### config.mk
export PLATFORM = sky130hd
export DESIGN_NAME = uart_rx_fifo_flat
export DESIGN_NICKNAME = d
export VERILOG_FILES = /design/src/rtl/uart_rx_fifo_if.sv /design/src/rtl/uart_rx_fifo.sv /design/src/flat_wrapper.sv
export SDC_FILE = /design/constraint.sdc
export NUM_CORES = 1
export LEC_CHECK = 0
export BUFFER_PORTS_ARGS = -buffer_cell sky130_fd_sc_hd__clkbuf_2
export CORE_MARGIN = 1
export CORE_UTILIZATION = 45
export CTS_CLUSTER_DIAMETER = 150
export DETAILED_ROUTE_END_ITERATION = 8
export HOLD_SLACK_MARGIN = 0.08
export SYNTH_ARGS = -nofsm -noshare
export SYNTH_HDL_FRONTEND = slang
export SYNTH_SLANG_ARGS = --single-unit
### constraint.sdc
create_clock -name clk -period 4.8 [get_ports clk]
set_input_delay 0.24 -clock clk [delete_from_list [all_inputs] [get_ports clk]]
set_output_delay 0.24 -clock clk [all_outputs]
set_load 0.01 [all_outputs]
### src/rtl/uart_rx_fifo_if.sv
// Interface between the UART receive buffer and its neighbours.
// It carries the receiver side (rx_data, rx_data_valid, parity_error) and the
// reader side (rd_en, flush, clr_overrun, rd_data, rd_parity_err, status).
// The master modport is used by whoever drives the buffer.
// The slave modport is used by uart_rx_fifo itself.
interface uart_rx_fifo_if #(
  parameter int unsigned DATA_W = 8,
  parameter int unsigned DEPTH  = 16
);
  logic [DATA_W-1:0]        rx_data;
  logic                     rx_data_valid;
  logic                     parity_error;
  logic                     rd_en;
  logic                     flush;
  logic                     clr_overrun;
  logic [DATA_W-1:0]        rd_data;
  logic                     rd_parity_err;
  logic                     empty;
  logic                     full;
  logic [$clog2(DEPTH):0]   count;
  logic                     overrun;
  logic                     irq_thresh;

  modport master (
    output rx_data, rx_data_valid, parity_error, rd_en, flush, clr_overrun,
    input  rd_data, rd_parity_err, empty, full, count, overrun, irq_thresh
  );

  modport slave (
    input  rx_data, rx_data_valid, parity_error, rd_en, flush, clr_overrun,
    output rd_data, rd_parity_err, empty, full, count, overrun, irq_thresh
  );
endinterface

### src/rtl/uart_rx_fifo.sv
// Receive buffer behind the UART receiver.
// Each rising edge of rx_data_valid captures {parity_error, rx_data} into a
// first-word-fall-through FIFO. The buffer reports its fill level, a sticky
// overrun flag and a threshold interrupt.
// Ports:
//   clk, rst_n : system clock and asynchronous active-low reset
//   bus        : uart_rx_fifo_if.slave
//                - receiver inputs: rx_data, rx_data_valid, parity_error
//                - reader controls: rd_en, flush, clr_overrun
//                - outputs: rd_data, rd_parity_err, empty, full, count,
//                  overrun, irq_thresh
module uart_rx_fifo #(
  parameter int unsigned DATA_W = 8,
  parameter int unsigned DEPTH  = 16,
  parameter int unsigned THRESH = 8
) (
  input  logic           clk,
  input  logic           rst_n,
  uart_rx_fifo_if.slave  bus
);
  localparam int unsigned AW = $clog2(DEPTH);
  localparam int unsigned CW = AW + 1;

  logic [DATA_W:0]  mem [DEPTH];
  logic [AW-1:0]    wr_ptr;
  logic [AW-1:0]    rd_ptr;
  logic [CW-1:0]    cnt;
  logic             valid_q;
  logic             ovr;

  logic             wr_edge;
  logic             is_empty;
  logic             is_full;
  logic             rd_ok;
  logic             wr_ok;
  logic             ovr_set;
  logic [DATA_W:0]  head;

  assign wr_edge  = bus.rx_data_valid & ~valid_q;
  assign is_empty = (cnt == '0);
  assign is_full  = (cnt == CW'(DEPTH));
  // A flush discards any read or write edge that falls in the same cycle.
  assign rd_ok    = bus.rd_en & ~is_empty & ~bus.flush;
  // When the FIFO is full, a concurrent pop frees the slot the write needs.
  assign wr_ok    = wr_edge & ~bus.flush & (~is_full | rd_ok);
  assign ovr_set  = wr_edge & ~bus.flush & is_full & ~rd_ok;

  // The edge detector keeps tracking through a flush, so a valid signal held
  // across the flush does not re-trigger a write.
  always_ff @(posedge clk or negedge rst_n) begin
    if (!rst_n) begin
      valid_q <= 1'b0;
      wr_ptr  <= '0;
      rd_ptr  <= '0;
      cnt     <= '0;
      ovr     <= 1'b0;
    end else begin
      valid_q <= bus.rx_data_valid;
      if (ovr_set)
        ovr <= 1'b1;
      else if (bus.clr_overrun)
        ovr <= 1'b0;
      if (bus.flush) begin
        wr_ptr <= '0;
        rd_ptr <= '0;
        cnt    <= '0;
      end else begin
        if (wr_ok) wr_ptr <= wr_ptr + 1'b1;
        if (rd_ok) rd_ptr <= rd_ptr + 1'b1;
        unique case ({wr_ok, rd_ok})
          2'b10:   cnt <= cnt + 1'b1;
          2'b01:   cnt <= cnt - 1'b1;
          default: cnt <= cnt;
        endcase
      end
    end
  end

  // Storage has no reset; the pointers and the count define which entries are valid.
  always_ff @(posedge clk) begin
    if (wr_ok)
      mem[wr_ptr] <= {bus.parity_error, bus.rx_data};
  end

  assign head              = mem[rd_ptr];
  assign bus.rd_data       = is_empty ? '0 : head[DATA_W-1:0];
  assign bus.rd_parity_err = is_empty ? 1'b0 : head[DATA_W];
  assign bus.empty         = is_empty;
  assign bus.full          = is_full;
  assign bus.count         = cnt;
  assign bus.overrun       = ovr;
  assign bus.irq_thresh    = (cnt >= CW'(THRESH));
endmodule

### src/flat_wrapper.sv
// flat-port wrapper written by rule: the top's interface ports become plain ports
module uart_rx_fifo_flat 
#(
  parameter int unsigned DATA_W = 8,
  parameter int unsigned DEPTH  = 16,
  parameter int unsigned THRESH = 8
)
  (clk, rst_n, bus_rx_data, bus_rx_data_valid, bus_parity_error, bus_rd_en, bus_flush, bus_clr_overrun, bus_rd_data, bus_rd_parity_err, bus_empty, bus_full, bus_count, bus_overrun, bus_irq_thresh);
  uart_rx_fifo_if #(.DATA_W(DATA_W), .DEPTH(DEPTH)) bus_i ();
  input  logic clk;
  input  logic rst_n;
  input wire logic [$bits(bus_i.rx_data)-1:0] bus_rx_data;
  input wire logic [$bits(bus_i.rx_data_valid)-1:0] bus_rx_data_valid;
  input wire logic [$bits(bus_i.parity_error)-1:0] bus_parity_error;
  input wire logic [$bits(bus_i.rd_en)-1:0] bus_rd_en;
  input wire logic [$bits(bus_i.flush)-1:0] bus_flush;
  input wire logic [$bits(bus_i.clr_overrun)-1:0] bus_clr_overrun;
  output wire logic [$bits(bus_i.rd_data)-1:0] bus_rd_data;
  output wire logic [$bits(bus_i.rd_parity_err)-1:0] bus_rd_parity_err;
  output wire logic [$bits(bus_i.empty)-1:0] bus_empty;
  output wire logic [$bits(bus_i.full)-1:0] bus_full;
  output wire logic [$bits(bus_i.count)-1:0] bus_count;
  output wire logic [$bits(bus_i.overrun)-1:0] bus_overrun;
  output wire logic [$bits(bus_i.irq_thresh)-1:0] bus_irq_thresh;
  assign bus_i.rx_data = bus_rx_data;
  assign bus_i.rx_data_valid = bus_rx_data_valid;
  assign bus_i.parity_error = bus_parity_error;
  assign bus_i.rd_en = bus_rd_en;
  assign bus_i.flush = bus_flush;
  assign bus_i.clr_overrun = bus_clr_overrun;
  assign bus_rd_data = bus_i.rd_data;
  assign bus_rd_parity_err = bus_i.rd_parity_err;
  assign bus_empty = bus_i.empty;
  assign bus_full = bus_i.full;
  assign bus_count = bus_i.count;
  assign bus_overrun = bus_i.overrun;
  assign bus_irq_thresh = bus_i.irq_thresh;
  uart_rx_fifo #(.DATA_W(DATA_W), .DEPTH(DEPTH), .THRESH(THRESH)) u_core (.clk(clk), .rst_n(rst_n), .bus(bus_i));
endmodule
# ---- After elaboration in Yosys (flattened, before gate mapping)
# Memory sizes are Yosys's and may differ from the RTL's.
# Cells that the tools add are included.
dict set report op_classes {
  bitwise_logic 13
  n_eq_ne 3
  addsub 4
  multipliers 0
  n_shift 0
  order_cmp 1
  n_reduce_logical 5
  div 0
  muxes 12
}
# op count
set ops {}
lappend ops {{two-way mux 4 bit} 4}
lappend ops {{case mux 5 bit (2 select lines)} 1}
lappend ops {{adder 4 x 1 -> 4 bit (second input constant)} 2}
lappend ops {{two-way mux 8 bit} 1}
lappend ops {{bitwise AND 1 bit} 7}
lappend ops {{nonzero test 2 bit} 3}
lappend ops {{adder 5 x 1 -> 5 bit (second input constant)} 1}
lappend ops {{equality test 5 bit (second input constant)} 1}
lappend ops {{greater-or-equal comparator 5 x 4 -> 1 bit (second input constant)} 1}
lappend ops {{zero test 5 bit} 1}
lappend ops {{two-way mux 1 bit} 5}
lappend ops {{two-way mux 5 bit} 1}
lappend ops {{inverter 1 bit} 5}
lappend ops {{subtractor 5 x 1 -> 5 bit (second input constant)} 1}
lappend ops {{nonzero test 3 bit} 1}
lappend ops {{equality test 2 x 1 -> 1 bit (second input constant)} 1}
lappend ops {{equality test 2 bit (second input constant)} 1}
lappend ops {{OR 1 bit} 1}
dict set report totals {
  latch_bits 0
  word_cells 44
  register_bits 15
  rom_bits 0
  in_bits 15
  mem_count 1
  out_inout_bits 18
  ramBits 144
}
# name depth width rd rd_clocked_by_memory_dff wr line_no
set memory_table {}
lappend memory_table {u_core.mem 16 9 1 0 1 uart_rx_fifo.sv:24} ;# logic [DATA_W:0] mem [DEPTH];

# ---- Logic depth before layout (Yosys ltp)
# Gate-level depths: netlist of the first run.
dict set report depth {
  word_depth 9
  mapped_depth 10
  depth_no_buf 9
}

# ---- Worst setup path after synthesis of the first run
# No wires, ideal clock.
dict set report synth_timing {
  path_kind {reg-to-reg}
  start {register u_core.cnt[1], in the netlist u_core.bus.count[1]}
  end {register u_core.cnt[4], in the netlist u_core.bus.count[4]}
  path_slack_ns 1.973
  setup_time_ns 0.088
  path_stages_with_launch 11
  n_path_buf 1
  t_required_ns 4.712
  period_less_slack_ns 2.827
  arrival_ns 2.739
  cell_sequence {dfrtp_1 or4_1 buf_2 nor2_1 or3_1 inv_1 ha_1 nand2b_1 a2111o_1 or2_2 a41oi_1}
}
dict set report synth_via {
  elab_chain_cells 9
  elab_cells_between_ends 15
  classes_between {add/sub (2); eq/ne (3); mux (2); bitwise (6); reduce/logical (2)}
}
# element line_no
set synth_lines {}
lappend synth_lines {{start: declaration} uart_rx_fifo.sv:27} ;# logic [CW-1:0] cnt;
lappend synth_lines {{start signal: assignment} uart_rx_fifo.sv:71} ;# 2'b10: cnt <= cnt + 1'b1;
lappend synth_lines {{start signal: assignment} uart_rx_fifo.sv:72} ;# 2'b01: cnt <= cnt - 1'b1;
lappend synth_lines {{start signal: assignment} uart_rx_fifo.sv:73} ;# default: cnt <= cnt;
lappend synth_lines {{zero test 5 bit *} uart_rx_fifo.sv:40} ;# assign is_empty = (cnt == '0);
lappend synth_lines {{via bus_empty} flat_wrapper.sv:20} ;# output wire logic [$bits(bus_i.empty)-1:0] bus_empty;
lappend synth_lines {{inverter 1 bit *} uart_rx_fifo.sv:43} ;# assign rd_ok = bus.rd_en & ~is_empty & ~bus.flush;
lappend synth_lines {{bitwise AND 1 bit * (2 in series)} uart_rx_fifo.sv:43}
lappend synth_lines {{OR 1 bit} uart_rx_fifo.sv:45} ;# assign wr_ok = wr_edge & ~bus.flush & (~is_full | rd_ok);
lappend synth_lines {{bitwise AND 1 bit} uart_rx_fifo.sv:45}
lappend synth_lines {{equality test 2 x 1 -> 1 bit or equality test 2 bit (tied branches)} uart_rx_fifo.sv:70} ;# unique case ({wr_ok, rd_ok})
lappend synth_lines {{case mux 5 bit (2 select lines)} uart_rx_fifo.sv:70}
lappend synth_lines {{two-way mux 5 bit} uart_rx_fifo.sv:63} ;# if (bus.flush) begin
# The timed path passes the listed nets; every way through them passes the cells marked *.
# A chain may end at the register's enable or synchronous reset.

# ---- Final worst setup path of the first run
dict set report layout_timing {
  start {register u_core.cnt[1], in the netlist u_core.bus.count[1]}
  end {output port bus_rd_data[3]}
}
dict set report layout_via {
  elab_chain_cells 2
}
# element line_no
set layout_lines {}
lappend layout_lines {{zero test 5 bit} uart_rx_fifo.sv:40}
lappend layout_lines {{two-way mux 8 bit} uart_rx_fifo.sv:86} ;# assign bus.rd_data = is_empty ? '0 : head[DATA_W-1:0];
lappend layout_lines {{end: declaration} flat_wrapper.sv:18} ;# output wire logic [$bits(bus_i.rd_data)-1:0] bus_rd_data;
# Every way passes these cells.

==> reports/results.tsv, run 1 <==
stage	metric	value	unit
status	status	finished, final reports clean	
logic_synthesis	synth_enable_flop_cells	144	
die	placementRows	43	
sta	fin_hold_ws	0.2198	ns
logic_synthesis	synth_top_flop_cell	edfxtp_1	
cts	ctsLongestPathBuffers	2	
cts	cts_max_level	4	
cts	cts_num_sinks	159	
final_layout	syn_to_final_growth	14.65	%
sta	slew-limit-headroom	11.16	%
die	ioPinCount	33	
logic_synthesis	async_flop_share	9.434	%
global_route	grt_max_degree	31	
drt	routed_wl	13.27	mm
logic_synthesis	synthesis.area_per_instance	18.93	um2
drt	drtAntennaViolNets	0	
critical_path	crit_required	4.56	ns
critical_path	crit_path_start_kind	flip-flop	
place	place_congestion	0.8427	
drt	drt-initial-drc-count	304	
place	dp_cells	544	
global_route	grt_pass1_vias	3384	
logic_synthesis	synth_cell_types	39	
final_layout	fillers	1105	
die	die-area	15080	um2
cts	postCtsSetupRepairBufs	0	
critical_path	end_kind	output pin	
die	core	14040	um2
cts	ctsHoldBuffers	3	
global_route	grt_util_all_layers	19.70	%
logic_synthesis	synth_seq_area_share	71.54	%
min_path	hp-class	in2reg	
run	max-cap-violations	0	
sta	finClkSkew	0.006777	ns
cts	clk_latency	0.42	ns
drt	drtPass1Iterations	4	
sta	rsz0062_at_grt	false	
drt	wl_met3	669	um
place	io_buffers	32	
drt	wl_met1	5.847	mm
pwr	power_density	479.7	nW/um2
global_route	antenna_found_initial	0	
place	dp_hpwl	8.095	mm
drt	dr_wl_met2	6.512	mm
sta	setup_ws	1.719	ns
sta	report.final.slew_viol_count	0	
die	dieWidth	122.8	um
sta	fin_crit	3.081	ns
logic_synthesis	syn_area	6569	um2
critical_path	cp_max_fo	9	
place	place_ws	1.914	ns
global_route	grt_pass1_wl	20.13	mm
drt	vias_per_cell	5.641	
sta	setup_viol	0	
die	initial_core_util	46.78	%
drt	routedWlPerCell	23.00	um
global_route	grt.overflow.total	0	
drt	top_layer	met4	
drt	drc	0	
logic_synthesis	synthesis.nets	371	
logic_synthesis	ys_ff_latch	159	
pwr	ir_worst_vdd	0.2839	mV
sta	tightest_slew	1.328	ns
final_layout	final_cell_count_no_fill	577	
critical_path	criticalPathCategory	reg2out	
cts	cts.clk_slew.worst_paths	0.06	ns
logic_synthesis	yosysWarningCount	0	
sta	fin_crit_sh	64.19	%
pwr	p_leak	2.493	nW
final_layout	layout_common_cells	edfxtp_1, mux4_2, clkbuf_2	
cts	numCtsBuffers	17	
cts	cts_tree	built	
logic_synthesis	synth_cells	347	
sta	finalSetupTns	0	ns
final_layout	fin_nets	410	
critical_path	critPathArrivalTime	2.84	ns
final_layout	layout_commonest_cell	edfxtp_1	
drt	vias	3255	
die	die_h	122.8	um
final_layout	drive_gt1_share	27.20	%
cts	ctsRootBufferMaster	clkbuf_16	
sta	finalHoldViolCount	0	
final_layout	antenna-diode-count	0	
cts	cts_resized	0	
sta	fmax	0.3246	GHz
==> final cells by class <==
type | instances | area, um2 | area share [%]
Sequential cell | 159 | 4702 | 62.44
Inverter | 11 | 41.29 | 0.5483
Multi-Input combinational cell | 159 | 1814 | 24.09
Clock inverter | 9 | 95.09 | 1.263
Timing Repair Buffer | 38 | 212.7 | 2.824
Clock buffer | 21 | 440.4 | 5.848
Tap cell | 180 | 225.2 | 2.991
==> worst max-delay path, stage by stage (launching register included) <==
cell and delay (ns):
dfrtp_1 0.43, or4_1 0.67, o21ai_1 0.84, o22ai_1 0.27, clkbuf_2 0.21
==> through the flow <==
step / cell area [um2] / total power, W / utilization (%)
after CTS: 7531 / 0.003655 / 53.63
after detailed placement: 6965 / 0.002413 / 49.60
final: 7531 / 0.003613 / 53.63
after global placement: 6965 / 0.002406 / 49.60
after global routing: 7531 / 0.003769 / 53.63
after floorplan: 6569 / 0.002171 / -
==> synth_stat cells, drive strengths merged, types with 4 or more instances <==
master | count | area, um2
and2 | 9 | 56.30
buf | 7 | 32.53
clkbuf | 11 | 41.29
dfrtp | 15 | 375.4
edfxtp | 144 | 4324
ha | 8 | 100.1
inv | 11 | 41.29
mux2 | 4 | 56.30
mux2i | 23 | 230.2
mux4 | 36 | 810.8
nor2 | 22 | 82.58
nor4 | 5 | 31.28
o22ai | 9 | 56.30
xor2 | 4 | 35.03
==> sequential cells by signal, indices dropped and copies added, names as in the netlist <==
register	count
u_core.mem	144
u_core.bus.count	5
u_core.rd_ptr	4
u_core.wr_ptr	4
u_core.bus.overrun	1
u_core.valid_q	1
==> logic make-up after synthesis <==
logic type                 Yosys count  share of synthesized area, %
adders and majority gates            9                         1.829
AOI/OAI and AO/OA                   25                         2.876
muxes                               63                         16.70
buffers and inverters               29                         1.752
DFF                                159                         71.54
and+or+nand+nor                     55                         4.362
xor gates and xnor gates             7                        0.9334
==> power breakdown <==
group          internal (W)  leakage [nW]  switching (W)
combinational      0.000360         0.735       0.000345
sequential          0.00154          1.49       0.000125
clock              0.000751         0.263       0.000494
total               0.00265          2.49       0.000964
==> path summary, 6_finish.rpt <==
path                                startpoint                  end  slack (ns)  depth (start not counted)
max in group asynchronous                rst_n     u_core.rd_ptr[0]        4.20                          2
min in group asynchronous                rst_n     u_core.wr_ptr[0]        0.28                          2
min reg2reg                 u_core.bus.overrun   u_core.bus.overrun        0.52                          2
max reg2reg                u_core.bus.count[1]  u_core.bus.count[4]        1.89                          9
max                        u_core.bus.count[1]       bus_rd_data[3]        1.72                          4
min                             bus_rx_data[1]     u_core.mem[5][1]        0.22                          1
==> per-layer routing <==
metal	up-vias	track usage [%]
li1	1465	-
met1	1687	26.13
met2	89	31.32
met3	14	4.740
met4	0	8.003
met5	-	0
No activity file was read; power rests on OpenSTA's default activity.
==> inputs of run 2 (changes only) <==
Settings changed: ABC_AREA set to 1.
Clock period 4.8 ns to 2.8 ns, I/O delays scaled along.
==> reports/results.tsv, run 2 <==
stage	metric	value	unit	change
status	status	finished, final reports clean		unchanged
global_route	grt_max_degree	55		was 31
logic_synthesis	synth.area.top_cells	edfxtp_1, nand2_1, nand3_1		was edfxtp_1, mux4_2, dfrtp_1
pwr	power_switching	0.002192	W	was 0.0009637 W
global_route	grt_pass1_vias	4393		was 3,384
cts	clk_latency	0.43	ns	was 0.42 ns
drt	drtPass1Iterations	7		was 4
final_layout	fin_nets	663		was 410
critical_path	cp_max_fo	54		was 9
sta	fmax	0.4131	GHz	
global_route	grt_util_all_layers	21.63	%	was 19.70%
sta	tightest_slew	0.7627	ns	was 1.328 ns
die	placementRows	44		was 43
final_layout	drive_gt1_share	15.03	%	was 27.20%
pwr	swShare	32.38	%	was 26.67%
die	initial_core_util	46.55	%	was 46.78%
final_layout	seqCellArea	4701	um2	was 4702 um2
cts	cts_max_level	4		unchanged
logic_synthesis	synth_top_flop_cell	edfxtp_1		unchanged
place	dp_hpwl	9.997	mm	was 8.095 mm
sta	finalHoldViolCount	0		unchanged
critical_path	end_kind	output pin		unchanged
cts	cts_num_sinks	159		unchanged
drt	routedWlPerCell	19.18	um	was 23.00 um
sta	fin_crit_sh	86.44	%	
logic_synthesis	async_flop_share	9.434	%	unchanged
sta	rsz0062_at_grt	false		unchanged
final_layout	layout_commonest_cell	nand2_1		was edfxtp_1
cts	ctsRootBufferMaster	clkbuf_16		unchanged
pwr	p_leak	2.968	nW	was 2.493 nW
final_layout	syn_to_final_growth	14.12	%	was 14.65%
critical_path	critPathArrivalTime	2.28	ns	was 2.84 ns
logic_synthesis	yosysWarningCount	0		unchanged
place	place_congestion	0.8564		was 0.8427
drt	drt-initial-drc-count	486		was 304
pwr	power_density	870.3	nW/um2	was 479.7 nW/um2
pwr	seqPwrFrac	40.4	%	was 46.0%
cts	ctsLongestPathBuffers	2		unchanged
drt	wl_met3	1.033	mm	was 669 um
cts	cts_tree	built		unchanged
drt	vias	4593		was 3,255
global_route	grt.overflow.total	0		unchanged
final_layout	antenna-diode-count	0		unchanged
sta	slew-limit-headroom	49.08	%	was 11.16%
cts	numCtsBuffers	17		unchanged
pwr	total_power	0.006770	W	was 0.003613 W
drt	dr_wl_met2	7.302	mm	was 6.512 mm
die	ioPinCount	33		unchanged
drt	drtAntennaViolNets	0		unchanged
cts	cts.clk_slew.worst_paths	0.06	ns	about the same
run	max-cap-violations	0		unchanged
logic_synthesis	synth_cells	595		was 347
sta	setup_viol	0		unchanged
final_layout	final_cell_count_no_fill	836		was 577
final_layout	layout_common_cells	nand2_1, edfxtp_1, nand3_1		was edfxtp_1, mux4_2, clkbuf_2
min_path	hp-class	in2reg		unchanged
final_layout	multiInputGateArea	1826	um2	was 1814 um2
die	die-area	15640	um2	was 15,080 um2
final_layout	largest-register	u_core.mem		unchanged
logic_synthesis	synthesis.area_per_instance	11.46	um2	was 18.93 um2
final_layout	fillers	1262		was 1,105
cts	postCtsSetupRepairBufs	0		unchanged
sta	report.final.slew_viol_count	0		unchanged
drt	drc	0		unchanged
pwr	ir_worst_vdd	0.5077	mV	was 0.2839 mV
sta	fin_hold_ws	0.1232	ns	was 0.2198 ns
place	io_buffers	32		unchanged
logic_synthesis	synthTopCellsByCount	nand2_1, edfxtp_1, nand3_1		was edfxtp_1, mux4_2, mux2i_1
sta	finalSetupTns	0	ns	unchanged
sta	finClkSkew	0.01504	ns	was 0.006777 ns
logic_synthesis	syn_area	6817	um2	was 6569 um2
logic_synthesis	synth_top_cell_area_share	63.44	%	was 65.83%
logic_synthesis	synthesis.nets	619		was 371
pwr	power_frac_comb	27.4	%	was 19.5%
logic_synthesis	synth_enable_flop_cells	144		unchanged
logic_synthesis	synth_seq_area_share	68.94	%	was 71.54%
logic_synthesis	synth_cell_types	30		was 39
drt	wl_met1	7.347	mm	was 5.847 mm
final_layout	largest_reg_flops	144		unchanged
drt	top_layer	met4		unchanged
critical_path	crit_path_start_kind	flip-flop		unchanged
logic_synthesis	synth_most_common_cell	nand2_1		was edfxtp_1
cts	cts_resized	0		unchanged
final_layout	fin_util	53.12	%	was 53.63%
die	die_h	125.1	um	was 122.8 um
global_route	antenna_found_initial	0		unchanged
pwr	cellInternalPower	0.004577	W	was 0.002649 W
place	dp_cells	801		was 544
logic_synthesis	ys_ff_latch	159		unchanged
critical_path	crit_required	2.66	ns	was 4.56 ns
logic_synthesis	synth_top_area_cell	edfxtp_1		unchanged
sta	fin_crit	2.420	ns	
pwr	p_clk_share	32.2	%	was 34.5%
die	core	14640	um2	was 14,040 um2
drt	routed_wl	16.04	mm	was 13.27 mm
critical_path	criticalPathCategory	reg2out		unchanged
global_route	grt_pass1_wl	24.88	mm	was 20.13 mm
die	dieWidth	125.1	um	was 122.8 um
drt	vias_per_cell	5.494		was 5.641
run 2: power by group through the flow:
stage	registers (W)	clock network, W	logic [W]
detailed placement	0.00278	0	0.00186
global placement	0.00277	0	0.00181
floorplan	0.00275	0	0.00130
global route	0.00274	0.00231	0.00206
CTS	0.00273	0.00222	0.00187
finish	0.00273	0.00218	0.00185
run 2: worst max-delay path: stages, from the launching register on:
cell and delay (ns):
dfrtp_2 0.54, inv_2 0.13, buf_12 0.23, nand2_1 0.08, nand3_1 0.09, nand3_1 0.12, a21oi_1 0.30, o21a_1 0.18
clkbuf_2 0.13
run 2: area by class of cell:
class	instances	area share, %
timing repair buffer	56	4.793
multi-input combinational	383	23.47
sequential	159	60.43
inverter	22	1.094
tap	184	2.960
clock buffer	25	6.498
clock inverter	7	0.7560
run 2: path summary, 6_finish.rpt:
path	end	depth (start not counted)	start	slack [ns]
worst max-delay path	bus_rd_parity_err	8	u_core.rd_ptr[0]	0.38
worst min-delay path	u_core.rd_ptr[0]	4	bus_rd_en	0.12
worst max register to register	u_core.bus.count[4]	12	u_core.bus.count[1]	0.42
worst min register to register	u_core.bus.overrun	2	u_core.bus.overrun	0.56
max in group asynchronous	u_core.rd_ptr[0]	2	rst_n	2.27
min in group asynchronous	u_core.bus.count[4]	2	rst_n	0.19
run 2: metrics by stage:
stage	setup slack (ns)	cell area, um2
floorplan	0.8976	6817
global placement	0.6124	7184
detailed placement	0.4694	7184
CTS	0.3528	7779
global route	0.2062	7779
finish	0.3796	7779
run 2: what timing repair did:
item / CTS / global route
hold endpoints to repair: 17 / 0
setup endpoints to repair: 0 / 0
hold buffers: 3 / 0
run 2: cell families after synthesis:
kind of cell / synth area share (%)
AND/OR/NAND/NOR: 21.09
buffers and inverters: 4.277
flip-flops: 68.94
adder cells (fa/ha/maj): 1.762
AO/OA/AOI/OAI: 3.800
XOR/XNOR: 0.1285
run 2: routing by layer:
metal / up-vias / GRT usage [%]
li1: 2166 / -
met1: 2238 / 31.58
met2: 165 / 31.35
met3: 24 / 4.878
met4: 0 / 8.752
met5: - / 0
==> inputs of run 3 (changes only) <==
Settings changed: RECOVER_POWER set to 50.
==> reports/results.tsv, run 3 (synthesized netlist as in run 2, its figures left out) <==
stage	metric	value	unit	change
final_layout	fillers	1271		was 1,262
drt	routed_wl	15.94	mm	was 16.04 mm
die	core	14640	um2	unchanged
critical_path	critPathArrivalTime	2.28	ns	about the same
final_layout	final_cell_count_no_fill	836		unchanged
final_layout	syn_to_final_growth	13.78	%	was 14.12%
final_layout	layout_common_cells	nand2_1, edfxtp_1, nand3_1		unchanged
pwr	power_switching	0.002192	W	about the same
sta	slew-limit-headroom	28.93	%	was 49.08%
global_route	grt_max_degree	55		unchanged
sta	fin_crit_sh	86.47	%	was 86.44%
die	dieWidth	125.1	um	unchanged
pwr	seqPwrFrac	40.4	%	about the same
pwr	power_frac_comb	27.2	%	was 27.4%
sta	report.final.slew_viol_count	0		unchanged
sta	finalHoldViolCount	0		unchanged
cts	cts_num_sinks	159		unchanged
pwr	swShare	32.44	%	was 32.38%
critical_path	cp_max_fo	54		unchanged
global_route	grt_util_all_layers	21.63	%	unchanged
drt	vias	4580		was 4,593
global_route	grt_pass1_vias	4393		unchanged
cts	ctsHoldBuffers	3		unchanged
drt	drtPass1Iterations	7		unchanged
sta	finalSetupTns	0	ns	unchanged
place	place_congestion	0.8564		unchanged
drt	routedWlPerCell	19.07	um	was 19.18 um
die	ioPinCount	33		unchanged
final_layout	largest-register	u_core.mem		unchanged
final_layout	antenna-diode-count	0		unchanged
place	io_buffers	32		unchanged
die	die-area	15640	um2	unchanged
status	status	finished, final reports clean		unchanged
die	die_h	125.1	um	unchanged
global_route	grt.overflow.total	0		unchanged
cts	numCtsBuffers	17		unchanged
cts	cts_resized	0		unchanged
place	dp_hpwl	9.997	mm	unchanged
pwr	cellInternalPower	0.004566	W	was 0.004577 W
cts	ctsLongestPathBuffers	2		unchanged
place	dp_cells	801		unchanged
drt	vias_per_cell	5.478		was 5.494
min_path	hp-class	in2reg		unchanged
drt	drtAntennaViolNets	0		unchanged
die	initial_core_util	46.55	%	unchanged
global_route	antenna_found_initial	0		unchanged
final_layout	drive_gt1_share	12.27	%	was 15.03%
drt	drt-initial-drc-count	554		was 486
cts	clk_latency	0.43	ns	about the same
global_route	grt_pass1_wl	24.88	mm	unchanged
final_layout	layout_commonest_cell	nand2_1		unchanged
pwr	p_clk_share	32.4	%	was 32.2%
pwr	power_density	871.4	nW/um2	was 870.3 nW/um2
cts	cts_tree	built		unchanged
drt	drc	0		unchanged
sta	fmax	0.4130	GHz	was 0.4131 GHz
sta	setup_viol	0		unchanged
pwr	ir_worst_vdd	0.5063	mV	was 0.5077 mV
die	placementRows	44		unchanged
cts	cts_max_level	4		unchanged
critical_path	end_kind	output pin		unchanged
critical_path	crit_required	2.66	ns	about the same
sta	fin_crit	2.421	ns	was 2.420 ns
pwr	p_leak	2.912	nW	was 2.968 nW
cts	postCtsSetupRepairBufs	0		unchanged
sta	tightest_slew	1.066	ns	was 0.7627 ns
run	max-cap-violations	0		unchanged
final_layout	fin_nets	663		unchanged
cts	cts.clk_slew.worst_paths	0.06	ns	about the same
final_layout	largest_reg_flops	144		unchanged
sta	rsz0062_at_grt	false		unchanged
critical_path	crit_path_start_kind	flip-flop		unchanged
sta	finClkSkew	0.01482	ns	was 0.01504 ns
critical_path	criticalPathCategory	reg2out		unchanged
cts	ctsRootBufferMaster	clkbuf_16		unchanged
run 3: cell count changes in the layout (fill, tap and decap cells not counted):
| cell | previous run | this run |
|---|---|---|
| clkbuf_1 | 3 | 21 |
| clkbuf_2 | 32 | 14 |
run 3: power groups by stage:
stage | clock network, W | logic (W) | registers (W)
floorplan | 0 | 0.00130 | 0.00275
global placement | 0 | 0.00181 | 0.00277
detailed placement | 0 | 0.00186 | 0.00278
CTS | 0.00222 | 0.00187 | 0.00273
global route | 0.00231 | 0.00205 | 0.00274
finish | 0.00219 | 0.00184 | 0.00273
run 3: layout make-up:
class	instances	area [um2]	area share (%)
multi-input cells	383	1826	23.54
clock inverters	7	58.81	0.7582
flip-flops and latches	159	4701	60.61
well taps	184	230.2	2.968
clock buffers	25	505.5	6.517
repair buffers	56	350.3	4.517
inverters	22	85.08	1.097
run 3: worst paths after layout:
kind	endpoint	start	cells after the start	slack, ns
worst max-delay path	bus_rd_parity_err	u_core.rd_ptr[0]	8	0.38
worst min-delay path	u_core.rd_ptr[0]	bus_rd_en	4	0.12
worst max register to register	u_core.bus.count[4]	u_core.bus.count[1]	12	0.42
worst min register to register	u_core.bus.overrun	u_core.bus.overrun	2	0.56
max in group asynchronous	u_core.rd_ptr[0]	rst_n	2	1.79
min in group asynchronous	u_core.bus.count[4]	rst_n	2	0.37
run 3: per-layer routing:
layer | GRT usage (%) | routed length (um)
met1 | 31.58 | 7387
met2 | 31.35 | 7230
met3 | 4.878 | 963
met4 | 8.752 | 359
met5 | 0 | 0
run 3: critical path: stages (launching register included):
cell	delay, ns
dfrtp_2	0.54
inv_2	0.13
buf_12	0.23
nand2_1	0.08
nand3_1	0.09
nand3_1	0.11
a21oi_1	0.30
o21a_1	0.18
clkbuf_2	0.14
run 3: stage by stage:
stage	hold slack, ns	setup WS (ns)	area [um2]	utilization [%]	power, W
after floorplan	-0.1556	0.8976	6817	-	0.004049
after global placement	0.09151	0.6124	7184	49.06	0.004585
after detailed placement	0.1013	0.4694	7184	49.06	0.004636
after CTS	0.09957	0.3528	7779	53.12	0.006819
after global routing	0.1401	0.2060	7756	52.96	0.007106
final	0.1185	0.3789	7756	52.96	0.006759
